--- config.mk ---
export PLATFORM = sky130hd
export DESIGN_NAME = dct2d_seq_ctrl_flat
export DESIGN_NICKNAME = d
export VERILOG_FILES = /design/src/rtl/dct2d_seq_ctrl_if.sv /design/src/rtl/dct2d_seq_ctrl.sv /design/src/flat_wrapper.sv
export SDC_FILE = /design/constraint.sdc
export NUM_CORES = 1
export LEC_CHECK = 0
export CORE_MARGIN = 2
export CORE_UTILIZATION = 45
export DETAILED_ROUTE_END_ITERATION = 10
export GPL_TIMING_DRIVEN = 0
export PLACE_DENSITY = 0.71
export SLEW_MARGIN = 20
export SYNTH_ARGS = -nofsm -noshare
export SYNTH_HDL_FRONTEND = slang
export SYNTH_SLANG_ARGS = --single-unit
--- constraint.sdc ---
create_clock -name clk -period 1.6 [get_ports clk]
set_input_delay 0.16 -clock clk [delete_from_list [all_inputs] [get_ports clk]]
set_output_delay 0.16 -clock clk [all_outputs]
set_load 0.02 [all_outputs]
--- src/rtl/dct2d_seq_ctrl_if.sv ---
// Handshake and control bundle between the 2D DCT sequencer and its
// neighbours: block source, block sink and the shared DCT1D datapath.
interface dct2d_seq_ctrl_if #(
  parameter int CNT_W = 4,
  parameter int BLK_W = 16
);
  logic             in_valid;
  logic             in_ready;
  logic             ld_in;
  logic             pass_sel;
  logic [CNT_W-1:0] clk_cnt;
  logic             ld_mid;
  logic             ld_out;
  logic             out_valid;
  logic             out_ready;
  logic             busy;
  logic [BLK_W-1:0] blk_cnt;

  // Sequencer side
  modport master (
    input  in_valid, out_ready,
    output in_ready, ld_in, pass_sel, clk_cnt, ld_mid, ld_out,
           out_valid, busy, blk_cnt
  );

  // Source / sink / datapath side
  modport slave (
    output in_valid, out_ready,
    input  in_ready, ld_in, pass_sel, clk_cnt, ld_mid, ld_out,
           out_valid, busy, blk_cnt
  );
endinterface

--- src/rtl/dct2d_seq_ctrl.sv ---
// Sequencer for one shared DCT1D datapath used twice per 8x8 block:
// row pass, transposed mid capture, column pass, output capture.
// in_ready/ld_in are combinational so a new block can be accepted in the
// same cycle the finished one is handed to the sink; everything else is
// registered.
module dct2d_seq_ctrl #(
  parameter int STAGES = 5,
  parameter int CNT_W  = 4,
  parameter int BLK_W  = 16
) (
  input  logic             clk,
  input  logic             rst_n,
  dct2d_seq_ctrl_if.master bus
);

  // Reject stage counts the counter cannot represent or the datapath lacks.
  generate
    if (STAGES < 1 || STAGES > 15 || STAGES > (2**CNT_W) - 1) begin : g_bad_stages
      $error("dct2d_seq_ctrl: STAGES=%0d illegal for CNT_W=%0d", STAGES, CNT_W);
    end
  endgenerate

  typedef enum logic [2:0] {
    IDLE = 3'd0,
    ROW  = 3'd1,
    MID  = 3'd2,
    COL  = 3'd3,
    CAP  = 3'd4,
    OUT  = 3'd5
  } state_t;

  localparam logic [CNT_W-1:0] LAST_STAGE = CNT_W'(STAGES);
  localparam logic [CNT_W-1:0] CNT_ONE    = CNT_W'(1);

  state_t           state;
  logic [CNT_W-1:0] clk_cnt;
  logic             ld_mid;
  logic             ld_out;
  logic             pass_sel;
  logic             out_valid;
  logic             busy;
  logic [BLK_W-1:0] blk_cnt;

  logic in_ready;
  logic accept;
  logic out_hs;

  // A block can enter when idle, or when the finished block leaves this cycle.
  assign in_ready = ((state == IDLE) | ((state == OUT) & bus.out_ready)) & rst_n;
  assign accept   = bus.in_valid & in_ready;
  assign out_hs   = out_valid & bus.out_ready;

  // Sequencer FSM with registered strobes, stage index and block counter.
  always_ff @(posedge clk) begin
    if (!rst_n) begin
      state     <= IDLE;
      clk_cnt   <= '0;
      ld_mid    <= 1'b0;
      ld_out    <= 1'b0;
      pass_sel  <= 1'b0;
      out_valid <= 1'b0;
      busy      <= 1'b0;
      blk_cnt   <= '0;
    end else begin
      ld_mid <= 1'b0;
      ld_out <= 1'b0;
      if (out_hs) begin
        blk_cnt <= blk_cnt + BLK_W'(1);
      end
      case (state)
        IDLE: begin
          if (accept) begin
            state   <= ROW;
            clk_cnt <= CNT_ONE;
            busy    <= 1'b1;
          end
        end
        ROW: begin
          if (clk_cnt == LAST_STAGE) begin
            // Row results are stable next cycle: capture them transposed.
            state    <= MID;
            clk_cnt  <= '0;
            ld_mid   <= 1'b1;
            pass_sel <= 1'b1;
          end else begin
            clk_cnt <= clk_cnt + CNT_ONE;
          end
        end
        MID: begin
          state   <= COL;
          clk_cnt <= CNT_ONE;
        end
        COL: begin
          if (clk_cnt == LAST_STAGE) begin
            state   <= CAP;
            clk_cnt <= '0;
            ld_out  <= 1'b1;
          end else begin
            clk_cnt <= clk_cnt + CNT_ONE;
          end
        end
        CAP: begin
          state     <= OUT;
          pass_sel  <= 1'b0;
          out_valid <= 1'b1;
        end
        OUT: begin
          if (bus.out_ready) begin
            out_valid <= 1'b0;
            if (accept) begin
              state   <= ROW;
              clk_cnt <= CNT_ONE;
            end else begin
              state <= IDLE;
              busy  <= 1'b0;
            end
          end
        end
        default: begin
          state     <= IDLE;
          clk_cnt   <= '0;
          pass_sel  <= 1'b0;
          out_valid <= 1'b0;
          busy      <= 1'b0;
        end
      endcase
    end
  end

  assign bus.in_ready  = in_ready;
  assign bus.ld_in     = accept;
  assign bus.pass_sel  = pass_sel;
  assign bus.clk_cnt   = clk_cnt;
  assign bus.ld_mid    = ld_mid;
  assign bus.ld_out    = ld_out;
  assign bus.out_valid = out_valid;
  assign bus.busy      = busy;
  assign bus.blk_cnt   = blk_cnt;

endmodule
--- src/flat_wrapper.sv ---
// flat-port wrapper written by rule: the top's interface ports become plain ports
module dct2d_seq_ctrl_flat 
#(
  parameter int STAGES = 5,
  parameter int CNT_W  = 4,
  parameter int BLK_W  = 16
)
  (clk, rst_n, bus_in_valid, bus_out_ready, bus_in_ready, bus_ld_in, bus_pass_sel, bus_clk_cnt, bus_ld_mid, bus_ld_out, bus_out_valid, bus_busy, bus_blk_cnt);
  dct2d_seq_ctrl_if #(.CNT_W(CNT_W), .BLK_W(BLK_W)) bus_i ();
  input  logic clk;
  input  logic rst_n;
  input wire logic [$bits(bus_i.in_valid)-1:0] bus_in_valid;
  input wire logic [$bits(bus_i.out_ready)-1:0] bus_out_ready;
  output wire logic [$bits(bus_i.in_ready)-1:0] bus_in_ready;
  output wire logic [$bits(bus_i.ld_in)-1:0] bus_ld_in;
  output wire logic [$bits(bus_i.pass_sel)-1:0] bus_pass_sel;
  output wire logic [$bits(bus_i.clk_cnt)-1:0] bus_clk_cnt;
  output wire logic [$bits(bus_i.ld_mid)-1:0] bus_ld_mid;
  output wire logic [$bits(bus_i.ld_out)-1:0] bus_ld_out;
  output wire logic [$bits(bus_i.out_valid)-1:0] bus_out_valid;
  output wire logic [$bits(bus_i.busy)-1:0] bus_busy;
  output wire logic [$bits(bus_i.blk_cnt)-1:0] bus_blk_cnt;
  assign bus_i.in_valid = bus_in_valid;
  assign bus_i.out_ready = bus_out_ready;
  assign bus_in_ready = bus_i.in_ready;
  assign bus_ld_in = bus_i.ld_in;
  assign bus_pass_sel = bus_i.pass_sel;
  assign bus_clk_cnt = bus_i.clk_cnt;
  assign bus_ld_mid = bus_i.ld_mid;
  assign bus_ld_out = bus_i.ld_out;
  assign bus_out_valid = bus_i.out_valid;
  assign bus_busy = bus_i.busy;
  assign bus_blk_cnt = bus_i.blk_cnt;
  dct2d_seq_ctrl #(.STAGES(STAGES), .CNT_W(CNT_W), .BLK_W(BLK_W)) u_core (.clk(clk), .rst_n(rst_n), .bus(bus_i));
endmodule
**Yosys cells after proc, flatten, opt, wreduce, memory -nomap -nowiden**

Cells that the tools add are included.

- Add/subtract/negate cells: 2
- Equality and inequality tests: 11
- Multiplexer cells: 19
- Bitwise logic cells: 9
- Reduce and logical (&&, ||, !) cells: 12

Operator list:

| operator | count |
|---|---|
| $pmux 4 s5 | 1 |
| $pmux 3 s6 | 1 |
| $add 16x1->16 const B | 1 |
| $mux 3 | 4 |
| $mux 4 | 3 |
| $reduce_or 4->1 | 3 |
| $reduce_and 2->1 | 5 |
| $reduce_and 4->1 | 2 |
| $mux 1 | 7 |
| $eq 3x2->1 const B | 2 |
| $eq 3x3->1 const B | 2 |
| $ne 2x2->1 const B | 3 |
| $pmux 1 s3 | 2 |
| $add 4x1->4 const B | 1 |
| $and 1x1->1 | 4 |
| $eq 4x3->1 const B | 1 |
| $ne 2x1->1 const B | 2 |
| $not 1->1 | 4 |
| $eq 3x1->1 const B | 1 |
| $logic_not 3->1 | 1 |
| $pmux 1 s2 | 1 |
| $reduce_or 2->1 | 1 |
| $or 1x1->1 | 1 |

- Bits in registers: 28
- Bits of input ports: 4
- Output and inout port bits: 27
- Logic and storage cells: 61

**Longest topological paths before layout**

Gate-level depths: netlist of the first run.

- Word-level depth: 8
- Mapped depth: 6
- Mapped depth without buffers: 6

**Worst setup path before layout of the first run**

Ideal clock, no wire load.

- Path type: reg-to-reg
- Start point: reg u_core.clk_cnt[1], in the netlist u_core.bus.clk_cnt[1]
- End point: reg u_core.state[0]
- Setup time: 0.086 ns
- Data arrival time: 1.435 ns
- Data required time: 1.514 ns
- Path slack: 0.080 ns
- Stages on the path, launching flop included: 7
- Path buffers: 0
- Period minus slack after synthesis: 1.520 ns
- Cell sequence: dfxtp_1 -> inv_1 -> ha_1 -> and3b_1 -> nor2b_1 -> a31o_2 -> a211oi_1

- Cells in the longest elaborated chain, start to end: 3
- Elaborated cells between the ends (all ways): 4
- Classes of those cells: 3 x eq/ne; 1 x reduce/logical

Ends and longest elaborated chain:

| what | line | text |
|---|---|---|
| start, declared | dct2d_seq_ctrl.sv:36 | `logic [CNT_W-1:0] clk_cnt;` |
| start signal, assigned | dct2d_seq_ctrl.sv:86 | `clk_cnt <= clk_cnt + CNT_ONE;` |
| start signal, assigned | dct2d_seq_ctrl.sv:99 | `clk_cnt <= clk_cnt + CNT_ONE;` |
| $eq 4x3->1 (*) | dct2d_seq_ctrl.sv:79, dct2d_seq_ctrl.sv:94 |  |
| $ne 2x1->1 (no source line) | -- |  |
| $reduce_and 4->1 (no source line) (*) | -- |  |
| end signal, assigned | dct2d_seq_ctrl.sv:81 | `state <= MID;` |
| end signal, assigned | dct2d_seq_ctrl.sv:95 | `state <= CAP;` |
| end signal, assigned | dct2d_seq_ctrl.sv:103 | `state <= OUT;` |
| end, declared | dct2d_seq_ctrl.sv:35 | `state_t state;` |

Every way passes the cells marked *; elsewhere a longest branch is shown, timed or not.
A chain may end at the register's enable or synchronous reset.

**Worst setup path after layout of the first run**

- Start point: reg u_core.state[1]
- End point: out bus_ld_in

- Cells in the longest elaborated chain, start to end: 5
- Elaborated cells between the ends (all ways): 6
- Classes of those cells: 1 x eq/ne; 4 x bitwise; 1 x reduce/logical

Ends and longest elaborated chain:

| what | line | text |
|---|---|---|
| start signal, assigned | dct2d_seq_ctrl.sv:56 | `state <= IDLE;` |
| start signal, assigned | dct2d_seq_ctrl.sv:73 | `state <= ROW;` |
| start signal, assigned | dct2d_seq_ctrl.sv:81 |  |
| $eq 3x3->1 | dct2d_seq_ctrl.sv:49 | `assign in_ready = ((state == IDLE) \| ((state == OUT) & bus.out_ready)) & rst_n;` |
| $and 1x1->1 | dct2d_seq_ctrl.sv:49 |  |
| $or 1x1->1 (*) | dct2d_seq_ctrl.sv:49 |  |
| $and 1x1->1 (*) | dct2d_seq_ctrl.sv:49 |  |
| $and 1x1->1 (*) | dct2d_seq_ctrl.sv:50 | `assign accept = bus.in_valid & in_ready;` |
| end, declared | flat_wrapper.sv:15 | `output wire logic [$bits(bus_i.ld_in)-1:0] bus_ld_in;` |

Marks and branches as above.

==> results.py, run 1 <==
metrics = {
    "timing": {
        "rsz0062_at_grt": "yes",
        "fin_ws_ns": 0.06566,
        "tightest_slew_ns": 0.4412,
        "setup_viol_count_final": 0,
        "slew_violations": 0,
        "fin_skew_ns": 0.004737,
        "fin_hold_ws_ns": 0.4207,
        "finalCritPeriodShare": 0.9590,
        "fmax_mhz": 651.7,
        "hold_violations": 0,
        "relSlewSlack": 0.7058,
        "period_needed_ns": 1.534,
    },
    "clock_tree": {
        "clk_pin_slew_ns": 0.16,
        "htreeDepth": 1,
        "root_buffer": "clkbuf_4",
        "postCtsSetupBuffers": 0,
        "cts_hold_buf": 0,
        "cts_tree": "built",
        "clock_latency_ns": 0.33,
        "clk_path_buf_depth": 2,
        "cts_made_buffers": 3,
        "cts.sinks": 28,
    },
    "finish": {
        "n_fill_cell": 269,
        "final_common_cell": "dfxtp_1",
        "layout_common_cells": "dfxtp_1 (24), nor2_1 (16)",
        "finish.utilization": 0.6025,
        "n_antenna_cell": 0,
        "layout.nets": 203,
        "multi_input_area_um2": 762.0,
        "syn_to_final_growth_pct": 30.13,
        "ff_latch_area_um2": 568.0,
        "drive_above_1_share": 0.1077,
    },
    "synthesis": {
        "syn_area_mm2": 0.001379,
        "yosys-top-cells-area": "dfxtp_1 (41%), xor2_1 (4.4%), nand3_1 (4.4%)",
        "synth.avg_cell_area_um2": 8.459,
        "synth_top_area_share": 0.4065,
        "synth_nets": 170,
        "yosys.cell_types.count": 40,
        "ys.flop_type": "dfxtp_1",
        "synth_top_area_cell": "dfxtp_1",
        "synth_cells": 163,
        "synthArstFlopShare": 0,
        "synth_edf_count": 0,
        "yosys_register_bits": 28,
        "yosysSeqAreaShare": 0.4065,
        "synth_warnings": 0,
    },
    "power_and_ir_drop": {
        "p_seq_frac": 0.556,
        "combPwrFrac": 0.082,
        "leakagePower_nw": 0.8984,
        "swShare": 0.2249,
        "p_total_mw": 1.295,
        "p_switching_mw": 0.2912,
        "ir_drop_uv": 281.9,
        "power_density_mw_per_mm2": 721.6,
        "p_clk_frac": 0.361,
        "internal-power_mw": 1.004,
    },
    "route": {
        "vias": 1260,
        "ant_nets": 0,
        "first_pass_iters": 4,
        "wl_per_cell_um": 13.31,
        "drc": 0,
        "vias_per_cell": 5.526,
        "drt_iter0_drc": 64,
        "wirelength_mm": 3.034,
    },
    "floorplan": {
        "initial_utilization": 0.4630,
        "rows": 20,
        "coreArea_mm2": 0.002978,
        "io_pins": 31,
        "die_width_um": 59.36,
        "dieArea_mm2": 0.003523,
        "die_h_um": 59.36,
    },
    "global_routing": {
        "antenna_found_initial": 0,
        "grt_pass1_wl_mm": 4.926,
        "grt_pass1_vias": 1137,
        "busiest_layer": "met2",
        "grt_max_degree": 17,
        "grtUsageTotal": 0.1834,
        "grt_use_met3": 0.02838,
        "grt_overflow": 0,
        "grt_use_met2": 0.3124,
        "grt_use_met1": 0.2320,
    },
    "placed_design": {
        "place_congestion": 0.8886,
        "place_ws_ns": -0.4907,
        "dpl.hpwl_mm": 2.235,
        "io_buffers": 30,
    },
    "critical_path": {
        "required_ns": 1.44,
        "cp-start-kind": "register",
        "end_kind": "output pin",
        "critPathKind": "reg2out",
        "worstPathMaxFanout": 7,
        "arrival_ns": 1.37,
    },
    "hold_path": {
        "worstHoldPathType": "in2reg",
    },
    "outcome": {
        "outcome": "completed",
    },
    "job": {
        "maxCapViolCount": 0,
    },
}
## synthesized netlist by cell type, types with 2 or more instances
master,instances
a21oi_1,11
a31o_2,3
and2_1,3
clkbuf_1,5
dfxtp_1,28
ha_1,3
inv_1,7
mux2i_1,2
nand2_1,12
nand2b_1,8
nand3_1,12
nand4_1,6
nor2_1,16
nor2b_1,3
nor3_1,6
o211ai_1,2
o21ai_0,4
xnor2_1,4
xor2_1,7
## critical path, stage by stage (launching register included)
cell and delay [ns]:
dfxtp_2 0.42, inv_1 0.14, and3_1 0.18, and2_1 0.15, buf_4 0.15
## metrics by stage
| step | TNS [ns] | std cells | area, µm² |
|---|---|---|---|
| 6_report | 0 | 228 | 1794 |
| 5_1_grt | -0.05154 | 228 | 1794 |
| 4_1_cts | 0 | 228 | 1759 |
| 3_5_place_dp | -2.191 | 226 | 1720 |
| 3_3_place_gp | -2.112 | 226 | 1720 |
| 2_1_floorplan | 0 | 163 | 1379 |
## registers in the layout (all words and copies together) (netlist names)
register	cells
u_core.bus.clk_cnt	4
u_core.bus.ld_mid	1
u_core.bus.busy	1
u_core.bus.ld_out	1
u_core.bus.out_valid	1
u_core.bus.pass_sel	1
u_core.state	3
u_core.bus.blk_cnt	16
## worst paths after layout
kind | startpoint | to | slack [ns] | depth (start not counted)
hold / removal | bus_out_ready | u_core.bus.blk_cnt[1] | 0.42 | 4
hold reg to reg | u_core.bus.blk_cnt[15] | u_core.bus.blk_cnt[15] | 0.49 | 2
setup / recovery | u_core.state[1] | bus_ld_in | 0.07 | 4
setup reg to reg | u_core.bus.clk_cnt[1] | u_core.state[0] | 0.07 | 6
## kinds of logic after synthesis
group           share of synthesized area
simple gates                       0.3004
compound gates                     0.1407
flops                              0.4065
buf+inv                           0.04084
xor+xnor                          0.06987
fa+ha+maj                         0.02723
mux                               0.01452
## area by class of cell
type                       count  share of cell area
buffer                         4             0.01255
clock buffer                   3             0.01255
clock inverter                 1             0.01674
inverter                       8             0.01674
multi-input combinational    121              0.4247
sequential                    28              0.3166
tap                           33             0.02301
timing repair buffer          30              0.1771
## power by group through the flow
stage	Clock [mW]	Combinational, mW	Sequential (mW)
2_1_floorplan	0	0.0613	0.739
3_3_place_gp	0	0.116	0.732
3_5_place_dp	0	0.117	0.732
4_1_cts	0.482	0.107	0.721
5_1_grt	0.518	0.119	0.723
6_report	0.468	0.106	0.720
## repair_timing
item | CTS | global route
endpoints found under the setup margin | 6 | 13
gates resized for setup | 17 | 14
endpoints found under the hold margin | 0 | 0
gates cloned | 0 | 0
## per-layer routing
metal / vias to the layer above / wire [µm] / part of all wire
li1: 639 / - / -
met1: 594 / 1413 / 0.47
met2: 25 / 1495 / 0.49
met3: 2 / 107 / 0.035
met4: 0 / 17 / 0.0056
met5: - / 0 / 0
Power figures use the tool's default switching activity.
==> run 2: changes to the inputs <==
--- a/config.mk
+++ b/config.mk
@@ -5,11 +5,12 @@
 export SDC_FILE = /design/constraint.sdc
 export NUM_CORES = 1
 export LEC_CHECK = 0
+export ABC_AREA = 1
 export CORE_MARGIN = 2
 export CORE_UTILIZATION = 45
 export DETAILED_ROUTE_END_ITERATION = 10
 export GPL_TIMING_DRIVEN = 0
-export PLACE_DENSITY = 0.71
+export PLACE_DENSITY = 0.69
 export SLEW_MARGIN = 20
 export SYNTH_ARGS = -nofsm -noshare
 export SYNTH_HDL_FRONTEND = slang
==> run 2 against run 1 <==
Net effect: sequential power rose by 6.5%; core utilization is 0.67 points lower; highest routed layer unchanged; clock power decreased by 38%; setup slack got worse by 0.0068 ns; routed wire length grew 7.4%.
==> results.py, run 2 <==
metrics = {
    "placed_design": {
        "io_buffers": 30,
        "place_ws_ns": -0.5959,
        "place_congestion": 0.8332,
        "dpl.hpwl_mm": 2.424,
    },
    "power_and_ir_drop": {
        "leakagePower_nw": 1.075,
        "ir_drop_uv": 421.5,
        "p_total_mw": 1.485,
        "power_density_mw_per_mm2": 758.9,
    },
    "finish": {
        "layout_common_cells": "nand2_1 (50), nor2_1 (29), inv_1 (27)",
        "top_register": "u_core.bus.blk_cnt",
        "final_common_cell": "nand2_1",
        "n_fill_cell": 306,
        "largest_reg_flops": 16,
        "syn_to_final_growth_pct": 29.36,
        "reg_top3": "u_core.bus.blk_cnt (16), u_core.bus.clk_cnt (4), u_core.state (3)",
        "n_antenna_cell": 0,
        "layout.nets": 268,
        "drive_above_1_share": 0.1158,
    },
    "synthesis": {
        "yosys_register_bits": 28,
        "synth_edf_count": 0,
        "synth_cells": 224,
        "synthTopCellsByCount": "nand2_1 (52), nor2_1 (29), dfxtp_1 (28), inv_1 (28), a21oi_1 (20)",
        "synthArstFlopShare": 0,
        "yosys.cell_types.count": 29,
        "yosysSeqAreaShare": 0.3706,
        "syn_area_mm2": 0.001513,
        "synth_nets": 231,
        "synth.avg_cell_area_um2": 6.753,
        "yosys-top-cells-area": "dfxtp_1 (37%), nand2_1 (13%), nor2_1 (7.2%)",
        "synth_most_common_cell": "nand2_1",
        "synth_top_area_share": 0.3706,
        "synth_top_area_cell": "dfxtp_1",
        "ys.flop_type": "dfxtp_1",
        "synth_warnings": 0,
    },
    "hold_path": {
        "worstHoldPathType": "reg2reg",
    },
    "timing": {
        "period_needed_ns": 1.541,
        "setup_viol_count_final": 0,
        "hold_violations": 0,
        "relSlewSlack": 0.6697,
        "fin_ws_ns": 0.05881,
        "tightest_slew_ns": 0.4954,
        "rsz0062_at_grt": "yes",
        "fmax_mhz": 648.9,
        "slew_violations": 0,
        "fin_skew_ns": 0.005583,
        "finalCritPeriodShare": 0.9632,
    },
    "clock_tree": {
        "cts_made_buffers": 3,
        "cts_tree": "built",
        "clk_pin_slew_ns": 0.14,
        "root_buffer": "clkbuf_4",
        "clk_path_buf_depth": 2,
        "cts.sinks": 28,
        "clock_latency_ns": 0.32,
        "htreeDepth": 1,
        "cts_hold_buf": 0,
    },
    "critical_path": {
        "cp-startpoint": "u_core.state[2]",
        "cp-endpoint": "bus_ld_in",
        "cp-start-kind": "register",
        "reg2reg_from": "u_core.bus.blk_cnt[0]",
        "reg2reg_slack_ns": 0.16,
        "worstPathMaxFanout": 8,
        "arrival_ns": 1.38,
        "end_kind": "output pin",
        "required_ns": 1.44,
        "rr_worst_depth": 8,
        "rr_endpoint": "u_core.bus.blk_cnt[10]",
        "critPathKind": "reg2out",
    },
    "global_routing": {
        "grt_overflow": 0,
        "grt_max_degree": 15,
        "grt_pass1_vias": 1257,
        "grtUsageTotal": 0.1916,
        "antenna_found_initial": 0,
        "grt_pass1_wl_mm": 5.540,
    },
    "floorplan": {
        "rows": 21,
        "coreArea_mm2": 0.003284,
        "dieArea_mm2": 0.003842,
        "initial_utilization": 0.4606,
        "die_width_um": 61.98,
        "io_pins": 31,
        "die_h_um": 61.98,
    },
    "job": {
        "maxCapViolCount": 0,
    },
    "route": {
        "vias": 1463,
        "first_pass_iters": 6,
        "wirelength_mm": 3.258,
        "wl_per_cell_um": 10.68,
        "drc": 0,
        "vias_per_cell": 4.797,
        "ant_nets": 0,
        "drt_iter0_drc": 67,
    },
    "outcome": {
        "outcome": "completed",
    },
}
==> run 2: cell types whose count changed after synthesis, moves of 4 or more <==
| cell | delta |
|---|---|
| xor2_1 | -4 |
| nand2b_1 | -8 |
| nand2_1 | +40 |
| a21oi_1 | +9 |
| nor2_1 | +13 |
| inv_1 | +21 |
| xnor2_1 | -4 |
==> run 2: area by class of cell <==
type	count	area, µm²	share of cell area
Buffer	4	27.53	0.01407
Multi-Input combinational cell	160	814.5	0.4162
Sequential cell	28	563.0	0.2877
Clock buffer	3	22.52	0.01151
Timing Repair Buffer	33	351.6	0.1797
Inverter	31	120.1	0.06138
Tap cell	46	57.56	0.02941
==> run 2: repair_timing <==
item                       CTS  global route
setup buffers                1             2
setup endpoints to repair    3            19
gates cloned                 0             0
pin swaps                    0             1
resized for setup           11            20
==> run 2: metrics by stage <==
step	hold WS [ns]	setup TNS [ns]	area [µm²]	util	instances
6_report	0.4753	0	1957	0.5958	305
5_1_grt	0.4964	-0.03708	1957	0.5958	305
4_1_cts	0.4789	0	1892	0.5760	303
3_5_place_dp	0.4579	-1.084	1871	0.5695	300
3_3_place_gp	0.4533	-1.111	1871	0.5695	300
2_1_floorplan	0.3417	0	1513	-	224
==> run 2: kinds of logic after synthesis <==
group / after synthesis / synth area share
AOI/OAI and AO/OA: 34 / 0.1224
xor gates and xnor gates: 3 / 0.01737
adders and majority gates: 3 / 0.02482
buffers and inverters: 36 / 0.09760
DFF: 28 / 0.3706
and+or+nand+nor: 120 / 0.3673
==> run 2: power breakdown <==
group | switching (mW) | internal (mW) | total, mW
combinational | 0.252 | 0.174 | 0.425
clock | 0.204 | 0.0883 | 0.292
sequential | 0.0355 | 0.732 | 0.767
==> run 2: critical path: stages, from the launching register on <==
cell and delay, ns:
dfxtp_1 0.32, buf_4 0.15, inv_2 0.11, nand2_2 0.10
nand2_2 0.09, nand3_1 0.09, inv_1 0.07, buf_4 0.13
==> run 2: routing by layer <==
metal | global-route usage | wire (µm)
met2 | 0.2946 | 1339
met4 | 0.05471 | 34
met3 | 0.02484 | 152
met1 | 0.2797 | 1732
met5 | 0 | 0
==> run 2: how the worst min path moves through the flow <==
stage	startpoint	end	slack, ns	cells past startpoint
detailed placement	u_core.bus.blk_cnt[9]	u_core.bus.blk_cnt[9]	0.46	2
finish	u_core.bus.blk_cnt[9]	u_core.bus.blk_cnt[9]	0.48	2
CTS	u_core.bus.blk_cnt[9]	u_core.bus.blk_cnt[9]	0.48	2
global placement	u_core.bus.blk_cnt[9]	u_core.bus.blk_cnt[9]	0.45	2
global route	u_core.bus.blk_cnt[9]	u_core.bus.blk_cnt[9]	0.50	2
floorplan	bus_in_valid	u_core.state[0]	0.34	2
